[src/rtl/spi_pkg.sv]
// Shared types and constants for the SPI responder.
package spi_pkg;
  typedef enum logic [2:0] {IDLE, ADDR, WDATA, RDATA, HOLD} spi_state_e;

  localparam logic SPI_OP_WR = 1'b1;
  localparam logic SPI_OP_RD = 1'b0;
endpackage

[src/rtl/spi_slave_if.sv]
// SPI bus signals between master and responder; the responder's outputs are all registered.
interface spi_slave_if;
  logic ssel;
  logic mosi;
  logic rd_wr;
  logic miso;
  logic wr_done;
  logic rd_done;
  logic frame_err;

  modport master (
    output ssel, mosi, rd_wr,
    input  miso, wr_done, rd_done, frame_err
  );

  modport slave (
    input  ssel, mosi, rd_wr,
    output miso, wr_done, rd_done, frame_err
  );
endinterface

[src/rtl/spi_slave_regfile.sv]
// Register file: one synchronous write port, combinational read, synchronous clear.
module spi_slave_regfile #(
  parameter int ADDR_W = 4,
  parameter int DATA_W = 8
) (
  input  logic              sclk,
  input  logic              rst,
  input  logic              we,
  input  logic [ADDR_W-1:0] waddr,
  input  logic [DATA_W-1:0] wdata,
  input  logic [ADDR_W-1:0] raddr,
  output logic [DATA_W-1:0] rdata
);
  localparam int DEPTH = 2 ** ADDR_W;

  logic [DATA_W-1:0] regs [DEPTH];

  always_ff @(posedge sclk) begin
    if (rst) begin
      for (int i = 0; i < DEPTH; i++) regs[i] <= '0;
    end else if (we) begin
      regs[waddr] <= wdata;
    end
  end

  assign rdata = regs[raddr];
endmodule

[src/rtl/spi_slave.sv]
// SPI responder: decodes address/data frames in the sclk domain, serves reads MSB first on miso.
module spi_slave
  import spi_pkg::*;
#(
  parameter int ADDR_W = 4,
  parameter int DATA_W = 8
) (
  input  logic  sclk,
  input  logic  rst,
  spi_slave_if.slave bus
);
  localparam int TOTAL = ADDR_W + DATA_W;
  localparam int CNT_W = $clog2(TOTAL + 1);

  spi_state_e        state;
  logic              op;
  logic [ADDR_W-1:0] addr;
  logic [DATA_W-1:0] wr_sh;
  logic [DATA_W-1:0] rd_sh;
  logic [CNT_W-1:0]  cnt;
  logic              miso;
  logic              wr_done;
  logic              rd_done;
  logic              frame_err;

  logic [ADDR_W-1:0] addr_nxt;
  logic [DATA_W-1:0] wr_nxt;
  logic [DATA_W-1:0] rd_word;
  logic              op_nxt;
  logic              last_addr;
  logic              wr_commit;

  // The read address includes the bit arriving this edge so the first data bit goes out immediately.
  always_comb begin
    addr_nxt  = (state == IDLE) ? ADDR_W'(bus.mosi) : ADDR_W'({addr, bus.mosi});
    wr_nxt    = DATA_W'({wr_sh, bus.mosi});
    op_nxt    = (state == IDLE) ? bus.rd_wr : op;
    last_addr = ((state == IDLE) && (ADDR_W == 1)) ||
                ((state == ADDR) && (cnt == CNT_W'(ADDR_W - 1)));
    wr_commit = (state == WDATA) && !bus.ssel && (cnt == CNT_W'(TOTAL - 1));
  end

  spi_slave_regfile #(.ADDR_W(ADDR_W), .DATA_W(DATA_W)) u_regfile (
    .sclk  (sclk),
    .rst   (rst),
    .we    (wr_commit),
    .waddr (addr),
    .wdata (wr_nxt),
    .raddr (addr_nxt),
    .rdata (rd_word)
  );

  always_ff @(posedge sclk) begin
    if (rst) begin
      state     <= IDLE;
      op        <= 1'b0;
      addr      <= '0;
      wr_sh     <= '0;
      rd_sh     <= '0;
      cnt       <= '0;
      miso      <= 1'b0;
      wr_done   <= 1'b0;
      rd_done   <= 1'b0;
      frame_err <= 1'b0;
    end else begin
      wr_done   <= 1'b0;
      rd_done   <= 1'b0;
      frame_err <= 1'b0;
      if (bus.ssel) begin
        // Deselect mid-frame discards everything gathered so far.
        frame_err <= (state == ADDR) || (state == WDATA) || (state == RDATA);
        state     <= IDLE;
        op        <= 1'b0;
        addr      <= '0;
        wr_sh     <= '0;
        rd_sh     <= '0;
        cnt       <= '0;
        miso      <= 1'b0;
      end else begin
        case (state)
          IDLE, ADDR: begin
            op    <= op_nxt;
            addr  <= addr_nxt;
            cnt   <= cnt + CNT_W'(1);
            state <= ADDR;
            if (last_addr) begin
              if (op_nxt == SPI_OP_RD) begin
                miso  <= rd_word[DATA_W-1];
                rd_sh <= rd_word << 1;
                state <= RDATA;
              end else begin
                state <= WDATA;
              end
            end
          end
          WDATA: begin
            if (wr_commit) begin
              wr_done <= 1'b1;
              state   <= HOLD;
            end else begin
              wr_sh <= wr_nxt;
              cnt   <= cnt + CNT_W'(1);
            end
          end
          RDATA: begin
            if (cnt == CNT_W'(TOTAL - 1)) begin
              rd_done <= 1'b1;
              miso    <= 1'b0;
              state   <= HOLD;
            end else begin
              miso  <= rd_sh[DATA_W-1];
              rd_sh <= rd_sh << 1;
              cnt   <= cnt + CNT_W'(1);
            end
          end
          HOLD:    state <= HOLD;
          default: state <= IDLE;
        endcase
      end
    end
  end

  assign bus.miso      = miso;
  assign bus.wr_done   = wr_done;
  assign bus.rd_done   = rd_done;
  assign bus.frame_err = frame_err;
endmodule

[src/flat_wrapper.sv]
// flat-port wrapper written by rule: the top's interface ports become plain ports
module spi_slave_flat import spi_pkg::*;
#(
  parameter int ADDR_W = 4,
  parameter int DATA_W = 8
)
  (sclk, rst, bus_ssel, bus_mosi, bus_rd_wr, bus_miso, bus_wr_done, bus_rd_done, bus_frame_err);
  spi_slave_if bus_i ();
  input  logic sclk;
  input  logic rst;
  input wire logic [$bits(bus_i.ssel)-1:0] bus_ssel;
  input wire logic [$bits(bus_i.mosi)-1:0] bus_mosi;
  input wire logic [$bits(bus_i.rd_wr)-1:0] bus_rd_wr;
  output wire logic [$bits(bus_i.miso)-1:0] bus_miso;
  output wire logic [$bits(bus_i.wr_done)-1:0] bus_wr_done;
  output wire logic [$bits(bus_i.rd_done)-1:0] bus_rd_done;
  output wire logic [$bits(bus_i.frame_err)-1:0] bus_frame_err;
  assign bus_i.ssel = bus_ssel;
  assign bus_i.mosi = bus_mosi;
  assign bus_i.rd_wr = bus_rd_wr;
  assign bus_miso = bus_i.miso;
  assign bus_wr_done = bus_i.wr_done;
  assign bus_rd_done = bus_i.rd_done;
  assign bus_frame_err = bus_i.frame_err;
  spi_slave #(.ADDR_W(ADDR_W), .DATA_W(DATA_W)) u_core (.sclk(sclk), .rst(rst), .bus(bus_i));
endmodule
[config.mk]
export PLATFORM = sky130hd
export DESIGN_NAME = spi_slave_flat
export DESIGN_NICKNAME = d
export VERILOG_FILES = /design/src/rtl/spi_pkg.sv /design/src/rtl/spi_slave_if.sv /design/src/rtl/spi_slave_regfile.sv /design/src/rtl/spi_slave.sv /design/src/flat_wrapper.sv
export SDC_FILE = /design/constraint.sdc
export NUM_CORES = 1
export LEC_CHECK = 0
export ABC_AREA = 0
export BUFFER_PORTS_ARGS = -buffer_cell sky130_fd_sc_hd__buf_2
export CAP_MARGIN = 15
export CORE_MARGIN = 2
export CORE_UTILIZATION = 25
export CTS_BUF_LIST = sky130_fd_sc_hd__clkbuf_4 sky130_fd_sc_hd__clkbuf_8 sky130_fd_sc_hd__clkbuf_16
export DETAILED_ROUTE_END_ITERATION = 7
export SLEW_MARGIN = 20
export SYNTH_ARGS = -nofsm -noshare
export SYNTH_HDL_FRONTEND = slang
export SYNTH_SLANG_ARGS = --single-unit
[constraint.sdc]
create_clock -name sclk -period 6.47 [get_ports sclk]
set_input_delay 1.6175 -clock sclk [delete_from_list [all_inputs] [get_ports sclk]]
set_output_delay 1.6175 -clock sclk [all_outputs]
set_load 0.005 [all_outputs]
==> metrics.log <==
[metrics] launching element type of the critical path: input pin
[metrics] Tightest Pin Transition: 959 ps
[metrics] cell count after placement: 895
[metrics] Cell Pwr Density: 272 nW/um^2
[metrics] share of flip-flops with an asynchronous set or reset after synthesis: 0%
[metrics] most used cell, CP: sky130_fd_sc_hd__a21oi_1
[metrics] wire length of the first global-routing pass: 24.9 mm
[metrics] Critical Path Slowest Stage Cell: sky130_fd_sc_hd__mux4_2
[metrics] FF+latch count, synth: 158
[metrics] count of maximum capacitance violations: 0
[metrics] DR iter-0 viols: 483
[metrics] post-cts hold buffer count: 0
[metrics] kind of end point of the critical path: register
[metrics] placed instance area: 7680 sq um
[metrics] top fanout value on the critical path: 26
[metrics] Reg2Reg Setup Slack: 3610 ps
[metrics] post-synthesis instance area: 7290 sq um
[metrics] initial core utilization: 25.4%
[metrics] post-route clock period utilization: 53.4%
[metrics] via count of the first global-routing pass: 4057
[metrics] Cell Rows: 62
[metrics] Die ar.: 30500 sq um
[metrics] max-slew headroom at the worst pin: 35.9%
[metrics] sink count of the clock tree: 158
[metrics] x dimension of the die: 175 microns
[metrics] start point of the worst min-delay path: u_core.rd_sh[1]
[metrics] number of non-filler instances in the completed layout: 927
[metrics] setup-violating endpoint count in the final report: 0
[metrics] count of yosys warnings during synthesis: 0
[metrics] largest stage delay on the critical path: 610 ps
[metrics] Hold Vio Cnt, Final: 0
[metrics] share of Yosys cell area claimed by the top area cell type: 52.7%
[metrics] antenna-violating nets left: 0
[metrics] number of buffers created by CTS: 17
[metrics] number of remaining DRC errors: 0
[metrics] post-CTS clock slew at the launch and capture registers of the worst setup and hold paths: 70 ps
[metrics] Worst Path Required: 6780 ps
[metrics] CP Launch Point: bus_mosi
[metrics] fraction of final layout cells sized beyond drive strength 1: 15.1%
[metrics] # nets final: 536
[metrics] Longest Clk Path Bufs: 2
[metrics] fraction of the mapped netlist area in compound gates: 4.14%
[metrics] max frequency: 290 MHz
[metrics] critical path's top delay family: buffers and inverters
[metrics] die extent in y: 175 microns
[metrics] number of buffers inserted by port buffering: 8
[metrics] run status: completed
[metrics] VDD IR max: 154 uV
[metrics] post-route core utilization: 28.8%
[metrics] number of optimization iterations in the first detailed-route pass: 5
[metrics] Arrival @ worst endpoint: 3770 ps
[metrics] buffer and inverter count on the worst path: 2
[metrics] placer's final routability congestion estimate: 0.791
[metrics] Lkg Pwr: 2.82 nW
[metrics] time the final worst path needs with I/O delays and setup: 3450 ps
[metrics] initial antenna violation count: 0
[metrics] count of unique library cells instantiated by Yosys: 45
[metrics] min-delay worst type: register to register
[metrics] number of nets produced by synthesis: 538
[metrics] multiplexer fraction of the synthesized cell area: 14.0%
[metrics] area added between synthesis and finish: 13.4%
[metrics] number of flops mapped to enable cells by yosys: 128
[metrics] clock latency of the later-clocked register in the worst-skew pair: 430 ps
[metrics] worst slack at placement: 2540 ps
[metrics] post-CTS repair timing setup buffer count: 0
[metrics] unrepaired setup endpoints after global routing: no
[metrics] synthesized netlist cell count: 532
[metrics] fraction of synthesized cell area in xor and xnor cells: 0.481%
[metrics] remaining global-route overflow: 0
[metrics] wire length per cell: 17.4 microns
[metrics] via count: 4145
[metrics] cell at the root of the clock tree: sky130_fd_sc_hd__clkbuf_16
[metrics] critical register-to-register path startpoint: u_core.addr[0]
[metrics] Post-Layout Inst Area: 8270 sq um
[metrics] Final TNS setup: 0 ps
[metrics] final WL: 16.2 mm
[metrics] worst setup path category: input pin to register
[metrics] worst clock skew: 11.0 ps
[metrics] simple logic cell fraction of the synthesized area: 17.9%
[metrics] n_diodes: 0
[metrics] pin count of the biggest net entering global routing: 27
[metrics] number of levels in the clock H-tree: 4
[metrics] sequential cell area fraction in the yosys report: 61.0%
[metrics] core area: 28700 sq um
[metrics] fill cell instance count of the final layout: 2920
[metrics] dominant combinational cell family by area after synthesis: simple AND/OR/NAND/NOR gates
[metrics] Cell Chain, Critical Path: buf_2 -> buf_4 -> mux4_2 -> mux2i_1 -> a21oi_1 -> o21ai_0 -> a21oi_1
[metrics] predominant post-synthesis flop cell: sky130_fd_sc_hd__edfxtp_1
[metrics] number of slew-limit violations in the final report: 0
[metrics] clock tree from TritonCTS: yes
[metrics] global-route usage over all layers: 11.0%
[metrics] Post-CTS Resized: 0
[metrics] Yosys top cell by area: sky130_fd_sc_hd__edfxtp_1
[metrics] adder and majority gate portion of the synthesized area: 0.172%
[metrics] Final HPWL DP: 10.6 mm
[metrics] synthesized area divided by synthesized cell count: 13.7 sq um
[metrics] Top Ports: 9
[metrics] commonest cells in the netlist: 128 x sky130_fd_sc_hd__and2_1, 128 x sky130_fd_sc_hd__edfxtp_1, 38 x sky130_fd_sc_hd__nor2_1, 30 x sky130_fd_sc_hd__dfxtp_1, 22 x sky130_fd_sc_hd__clkbuf_1
[metrics] cells taking the most area after synthesis: sky130_fd_sc_hd__edfxtp_1 53%, sky130_fd_sc_hd__and2_1 11%, sky130_fd_sc_hd__dfxtp_1 8.2%
[metrics] drt via density: 4.47
[metrics] final worst setup slack: 3020 ps
[flip-flops by register name, indices dropped and copies added, names as in the netlist]
register,count
u_core.addr,4
u_core.bus.frame_err,1
u_core.bus.miso,1
u_core.bus.rd_done,1
u_core.bus.wr_done,1
u_core.cnt,4
u_core.op,1
u_core.rd_sh,7
u_core.state,3
u_core.u_regfile.regs,128
u_core.wr_sh,7
[cell families after synthesis]
group | after synthesis
compound gates | 49
xor+xnor | 4
fa+ha+maj | 1
buf+inv | 36
flops | 158
mux | 54
simple gates | 230
[routing by layer]
metal	vias to the layer above	share of wire [%]	wire length (microns)	GRT usage [%]
met5	-	0	0	0
met4	0	1.0	167	3.44
met3	12	3.8	612	2.65
met2	81	44	7130	16.0
met1	2103	51	8250	16.1
li1	1949	-	-	-
[path summary, 6_finish.rpt]
| path | endpoint | depth (start not counted) |
|---|---|---|
| setup / recovery | u_core.rd_sh[7] | 7 |
| hold / removal | u_core.rd_sh[1] | 2 |
| setup reg to reg | u_core.u_regfile.regs[3][4] | 4 |
| hold reg to reg | u_core.rd_sh[1] | 2 |
[cells in the final DEF (no fill, tap or decap), types with 4 or more instances in the layout]
master / netlist / routed
sky130_fd_sc_hd__and2_1: 128 / 128
sky130_fd_sc_hd__edfxtp_1: 128 / 128
sky130_fd_sc_hd__nor2_1: 38 / 38
sky130_fd_sc_hd__dfxtp_1: 30 / 30
sky130_fd_sc_hd__a21oi_1: 21 / 21
sky130_fd_sc_hd__nand2_1: 18 / 18
sky130_fd_sc_hd__mux4_1: 17 / 17
sky130_fd_sc_hd__clkbuf_16: 0 / 17
sky130_fd_sc_hd__or2_2: 16 / 16
sky130_fd_sc_hd__o21ai_0: 16 / 16
sky130_fd_sc_hd__mux2i_1: 16 / 16
sky130_fd_sc_hd__mux4_2: 16 / 16
sky130_fd_sc_hd__buf_2: 4 / 8
sky130_fd_sc_hd__nand3_1: 5 / 5
sky130_fd_sc_hd__mux2_2: 5 / 5
sky130_fd_sc_hd__inv_6: 0 / 5
sky130_fd_sc_hd__inv_1: 4 / 4
sky130_fd_sc_hd__nor3_1: 4 / 4
sky130_fd_sc_hd__nor2b_1: 4 / 4
[worst min-delay path, cell delays in order (launching register included)]
cell and delay, ps:
sky130_fd_sc_hd__dfxtp_1 310, sky130_fd_sc_hd__nand3_1 60, sky130_fd_sc_hd__nand2_1 40
[stage by stage]
step	hold WS [ps]	power, mW
2_1_floorplan	430	1.23
3_3_place_gp	439	1.26
3_5_place_dp	446	1.26
4_1_cts	453	2.26
5_1_grt	479	2.31
6_report	452	2.25
[where the power goes]
group	switching, mW	total (mW)	internal [mW]
sequential	0.0151	1.15	1.13
clock	0.433	1.01	0.580
combinational	0.0500	0.0885	0.0385
[final cells by class]
class,count,area (sq um),share of cell area (%)
clock inverters,14,156,1.89
multi-input cells,338,2680,32.4
well taps,384,480,5.81
clock buffers,18,433,5.23
inverters,4,15.0,0.182
flip-flops and latches,158,4440,53.7
repair buffers,11,62.6,0.756
Note: power is estimated with default switching activity, not from simulation.
